==> src/rtl/move_bar.sv <==
// Breakout paddle controller: conditions the push-keys, then steps the bar centre
// on a frame tick with a hold-to-accelerate ramp, clamped to the screen edges.
module move_bar #(
    parameter int SCREEN_W   = 640,
    parameter int W_BAR      = 64,
    parameter int Y_BAR      = 456,
    parameter int TICK_DIV   = 833333,
    parameter int DEB_CYCLES = 500000,
    parameter int V_MIN      = 2,
    parameter int V_MAX      = 8,
    parameter int RAMP_TICKS = 8
) (
    input  logic       clock,
    input  logic       reset,
    input  logic       start,
    input  logic       key_left,
    input  logic       key_right,
    input  logic       endgame,
    output logic [9:0] x_bar,
    output logic [9:0] y_bar,
    output logic [3:0] speed,
    output logic [1:0] moving
);

    localparam int TW = (TICK_DIV > 1) ? $clog2(TICK_DIV) : 1;
    localparam int DW = (DEB_CYCLES > 1) ? $clog2(DEB_CYCLES) : 1;
    localparam int RW = (RAMP_TICKS > 1) ? $clog2(RAMP_TICKS) : 1;

    localparam logic [TW-1:0] TICK_LAST = TW'(TICK_DIV - 1);
    localparam logic [DW-1:0] DEB_LAST  = DW'(DEB_CYCLES - 1);
    localparam logic [RW-1:0] RAMP_LAST = RW'(RAMP_TICKS - 1);
    localparam logic [9:0]    LIM_L     = 10'(W_BAR);
    localparam logic [9:0]    LIM_R     = 10'(SCREEN_W - W_BAR);
    localparam logic [9:0]    X_MID     = 10'(SCREEN_W / 2);
    localparam logic [3:0]    V_MIN_C   = 4'(V_MIN);
    localparam logic [3:0]    V_MAX_C   = 4'(V_MAX);

    typedef enum logic [1:0] {
        IDLE   = 2'b00,
        MOVE_L = 2'b01,
        MOVE_R = 2'b10,
        FROZEN = 2'b11
    } state_t;

    // bit 0 = left, bit 1 = right, bit 2 = start; 1 means pressed
    logic [2:0]         keys_s;
    logic [2:0]         sync1_r;
    logic [2:0]         sync2_r;
    logic [2:0]         deb_r;
    logic [2:0][DW-1:0] deb_cnt_r;
    logic [TW-1:0]      tick_cnt_r;
    logic               tick_s;
    state_t             state_r;
    logic [9:0]         x_bar_r;
    logic [3:0]         speed_r;
    logic [RW-1:0]      ramp_r;
    logic [1:0]         moving_r;
    logic [9:0]         x_left_s;
    logic [9:0]         x_right_s;
    logic [3:0]         speed_next_s;
    logic [RW-1:0]      ramp_next_s;
    logic               l_s;
    logic               r_s;
    logic               s_s;

    assign keys_s = {~start, ~key_right, ~key_left};
    assign l_s    = deb_r[0];
    assign r_s    = deb_r[1];
    assign s_s    = deb_r[2];
    assign tick_s = (tick_cnt_r == TICK_LAST);

    // Two-flop synchronisers and per-key debounce counters.
    always_ff @(posedge clock or negedge reset) begin
        if (!reset) begin
            sync1_r   <= 3'b000;
            sync2_r   <= 3'b000;
            deb_r     <= 3'b000;
            deb_cnt_r <= {3{{DW{1'b0}}}};
        end else begin
            sync1_r <= keys_s;
            sync2_r <= sync1_r;
            for (int i = 0; i < 3; i++) begin
                if (sync2_r[i] == deb_r[i]) begin
                    deb_cnt_r[i] <= {DW{1'b0}};
                end else if (deb_cnt_r[i] == DEB_LAST) begin
                    deb_r[i]     <= sync2_r[i];
                    deb_cnt_r[i] <= {DW{1'b0}};
                end else begin
                    deb_cnt_r[i] <= deb_cnt_r[i] + DW'(1);
                end
            end
        end
    end

    // Free-running frame tick divider.
    always_ff @(posedge clock or negedge reset) begin
        if (!reset) begin
            tick_cnt_r <= {TW{1'b0}};
        end else if (tick_s) begin
            tick_cnt_r <= {TW{1'b0}};
        end else begin
            tick_cnt_r <= tick_cnt_r + TW'(1);
        end
    end

    // Clamp is decided before the subtract/add so the position never wraps.
    always_comb begin
        x_left_s     = ((x_bar_r - LIM_L) < {6'b000000, speed_r}) ? LIM_L : (x_bar_r - {6'b000000, speed_r});
        x_right_s    = ((LIM_R - x_bar_r) < {6'b000000, speed_r}) ? LIM_R : (x_bar_r + {6'b000000, speed_r});
        ramp_next_s  = (ramp_r == RAMP_LAST) ? {RW{1'b0}} : (ramp_r + RW'(1));
        speed_next_s = speed_r;
        if (ramp_r == RAMP_LAST) begin
            speed_next_s = (speed_r >= V_MAX_C) ? V_MAX_C : (speed_r + 4'd1);
        end else begin
            speed_next_s = speed_r;
        end
    end

    // Paddle state machine: start recentres, endgame freezes, keys move.
    always_ff @(posedge clock or negedge reset) begin
        if (!reset) begin
            state_r  <= IDLE;
            x_bar_r  <= X_MID;
            speed_r  <= V_MIN_C;
            ramp_r   <= {RW{1'b0}};
            moving_r <= 2'b00;
        end else if (s_s) begin
            state_r  <= IDLE;
            x_bar_r  <= X_MID;
            speed_r  <= V_MIN_C;
            ramp_r   <= {RW{1'b0}};
            moving_r <= 2'b00;
        end else if (endgame) begin
            state_r  <= FROZEN;
            moving_r <= 2'b00;
        end else begin
            case (state_r)
                IDLE: begin
                    speed_r <= V_MIN_C;
                    ramp_r  <= {RW{1'b0}};
                    if (l_s && !r_s) begin
                        state_r  <= MOVE_L;
                        moving_r <= 2'b01;
                    end else if (r_s && !l_s) begin
                        state_r  <= MOVE_R;
                        moving_r <= 2'b10;
                    end else begin
                        state_r  <= IDLE;
                        moving_r <= 2'b00;
                    end
                end
                MOVE_L: begin
                    if (!l_s || r_s) begin
                        state_r  <= IDLE;
                        speed_r  <= V_MIN_C;
                        ramp_r   <= {RW{1'b0}};
                        moving_r <= 2'b00;
                    end else if (tick_s) begin
                        x_bar_r <= x_left_s;
                        speed_r <= speed_next_s;
                        ramp_r  <= ramp_next_s;
                    end else begin
                        state_r <= MOVE_L;
                    end
                end
                MOVE_R: begin
                    if (!r_s || l_s) begin
                        state_r  <= IDLE;
                        speed_r  <= V_MIN_C;
                        ramp_r   <= {RW{1'b0}};
                        moving_r <= 2'b00;
                    end else if (tick_s) begin
                        x_bar_r <= x_right_s;
                        speed_r <= speed_next_s;
                        ramp_r  <= ramp_next_s;
                    end else begin
                        state_r <= MOVE_R;
                    end
                end
                FROZEN: begin
                    state_r  <= FROZEN;
                    moving_r <= 2'b00;
                end
                default: begin
                    state_r  <= IDLE;
                    moving_r <= 2'b00;
                end
            endcase
        end
    end

    assign x_bar  = x_bar_r;
    assign y_bar  = 10'(Y_BAR);
    assign speed  = speed_r;
    assign moving = moving_r;

endmodule

==> config.mk <==
export PLATFORM = sky130hd
export DESIGN_NAME = move_bar
export DESIGN_NICKNAME = d
export VERILOG_FILES = /design/src/rtl/move_bar.sv
export SDC_FILE = /design/constraint.sdc
export NUM_CORES = 1
export LEC_CHECK = 0
export CORE_MARGIN = 3
export CORE_UTILIZATION = 60
export DETAILED_ROUTE_END_ITERATION = 7
export PLACE_DENSITY_LB_ADDON = 0.08
export SYNTH_ARGS = -nofsm -noshare
export SYNTH_HDL_FRONTEND = slang
export SYNTH_SLANG_ARGS = --single-unit
==> constraint.sdc <==
create_clock -name clock -period 2.55 [get_ports clock]
set_input_delay 0.51 -clock clock [delete_from_list [all_inputs] [get_ports clock]]
set_output_delay 0.51 -clock clock [all_outputs]
set_load 0.01 [all_outputs]
==> metrics.txt <==
Static Leak 2.86 nW; Gate power share 4.1%; hold violation count in the final report 0; most frequent CP cell or4_4; Hold Crit Class in -> async; final number of max-transition violations 0; flip-flop and latch count after synthesis 107; GP Congestion 0.872; Vias/cell 5.62; die area 11,100 um^2; Mapped Cells 630; area growth from synthesis to layout 11.8%; Clock power frac 36.7%; Cell Pwr Density 443 nW/um^2; Root Driver clkbuf_8; placed inst area 6360 um^2; largest net degree at the start of global routing 52; status complete, no violations; Crit. End Element flop; CTS H-tree lvls 3; aggregate global routing overflow 0; Post-Syn Area 5930 um^2; vias in the first global route 4,315; core area 9420 um^2; CP Max Fanout 6; Post-CTS Setup Repair Bufs 0; switching portion of total power 22.8%; share of the synthesized area in the top cell type 43.9%; CTS tree done; critical-path cell list nand4_1, or4_4, or4_4, or4_1, a31oi_1; Num CTS Buffers 9; initial cell density of the core 63.0%; critical path required time 2.84 ns; met3 Track Usage GR 5.08%; Post-CTS Hold Buffers 0; Antenna diodes 0; sequential area share after synthesis 45.2%; post-synthesis cell type count 53; DRT antenna net count 0; VDD IR max 413 uV; Multi-input gate area 3090 um^2; RSZ-0062 raised after global routing false; dominant cell by count in the synthesized netlist nor2_1; die height 105 um; worst reg2reg startpoint tick_cnt_r[4]; met1 GRT Util 29.7%; Worst-Margin Slew 0.601 ns; Rows 35; top post-synthesis cells by area dfrtp_1 44%, nor2_1 6.6%, xnor2_1 6.1%; final setup fails 0; Clock Sinks 107; MaxCap Viol Count 0; initial antenna violation count 0; slew margin rel. 59.8%; Synth warnings 0; Final Skew 0.00783 ns; clock-pin slew on the worst setup and hold paths 0.10 ns; via count 4,500; Total GRT Usage 22.1%; kind of critical path reg -> reg; Max Root-Sink Buffers 2; Switch Pwr 669 uW; Port Buf Inserts 21; FF/Latch Area 2680 um^2; dpl hpwl 8380 um; placed insts 785; crit path DAT 2.68 ns; Critical Path Start tick_cnt_r[4]; nets 700; DRT iter0 DRCs 192; area leader, netlist dfrtp_1; Reg power frac 59.1%; DR pass1 iterations 4; wire per inst 14.5 um; Final Cycle Share 93.6%; share of layout cells above drive strength 1 8.48%; Post-Syn Area per Cell 9.41 um^2; Die X 105 um; design area 6630 um^2; Most used DFF post-synth dfrtp_1; # DRC 0; Final min period 2.39 ns; crit start category flop; final wirelength 11,600 um; ys async rst share 100%; CP max-delay cell or4_4; grt peak-use layer met2; fillers 739; EDFF count, synth 0; P_int 2.27 mW; Worst-Skew Late Latency 0.37 ns; IO Pins 32; grt met2 use 36.2%; fmax 419 MHz; max incr delay on CP 0.55 ns; Layout Cells excl Fill 801; first-pass GRT wire length 20,100 um; synth cell count leaders 105 x nor2_1, 104 x dfrtp_1, 41 x xnor2_1
[metrics by stage]
step	setup TNS (ns)	util (%)	power (mW)	setup slack [ns]	hold slack, ns
2_1_floorplan	0	-	1.84	0.155	0.214
3_3_place_gp	0	67.6	1.89	0.127	0.334
3_5_place_dp	-0.0139	67.6	1.89	-0.0139	0.336
4_1_cts	0	69.8	2.97	0.0646	0.0897
5_1_grt	0	70.4	3.05	0.0217	0.100
6_report	0	70.4	2.94	0.162	0.0817
[cells by family (layout without fill, tap and decap cells)]
group	after synthesis	in the layout	share of synthesized area [%]
AO/OA/AOI/OAI	70	70	7.41
flip-flops	107	107	45.2
multiplexers	9	9	1.58
XOR/XNOR	75	75	11.1
other	2	10	0.127
AND/OR/NAND/NOR	285	285	24.5
buffers and inverters	55	89	4.12
adder cells (fa/ha/maj)	27	27	5.95
[area by class of cell]
| cell class | count | share of cell area (%) |
|---|---|---|
| inverter | 32 | 1.81 |
| sequential | 107 | 40.5 |
| tap | 129 | 2.44 |
| clock inverter | 3 | 0.661 |
| multi-input combinational | 476 | 46.6 |
| timing repair buffer | 41 | 5.59 |
| clock buffer | 13 | 2.40 |
[power groups by stage]
stage	sequential [mW]	combinational, mW	clock, mW
4_1_cts	1.74	0.124	1.11
2_1_floorplan	1.76	0.0717	0
5_1_grt	1.74	0.139	1.18
3_3_place_gp	1.77	0.120	0
3_5_place_dp	1.77	0.123	0
6_report	1.74	0.121	1.08
[routing by layer]
metal | vias to the layer above | wire length, um | share of wire, %
li1 | 2211 | - | -
met1 | 2181 | 5400 | 46
met2 | 94 | 5630 | 48
met3 | 14 | 475 | 4.1
met4 | 0 | 126 | 1.1
met5 | - | 0 | 0
[registers in the layout, summed over array words and instances, names as in the netlist]
register and flops:
sync2_r 3, state_r 2, speed 4, tick_cnt_r 20, deb_r 3, moving 2
sync1_r 3, x_bar 10, deb_cnt_r 57, ramp_r 3
[critical path, delay by kind of cell (launching register included)]
family	cells	cell delay, ns
AO/OA/AOI/OAI	1	0.16
AND/OR/NAND/NOR	4	1.71
flip-flops	1	0.44
[timing repair]
item	in CTS	in global routing
pin swaps	0	0
endpoints found under the setup margin	5	10
gates resized for setup	2	11
cloned	0	0
[worst paths after layout]
path,end,slack [ns],depth (start not counted)
worst min-delay path,x_bar[0],0.08,1
worst max-delay path,x_bar[7],0.16,5
worst max register to register,x_bar[7],0.16,5
worst min register to register,sync2_r[2],0.36,0
max in group asynchronous,x_bar[8],1.80,2
min in group clock,sync2_r[2],0.36,0
[cells in the final DEF, fill, tap and decap left out, types with 11 or more instances in the layout]
cell / n
a21oi_1: 22
clkbuf_8: 11
and3_1: 11
o21ai_0: 13
inv_1: 32
xor2_1: 34
ha_1: 24
nor2_1: 105
xnor2_1: 41
nand3_1: 34
dfrtp_1: 104
nor3_1: 15
buf_4: 20
nand4_1: 13
nand2_1: 39
clkdlybuf4s50_1: 20
Power figures use the tool's default switching activity.
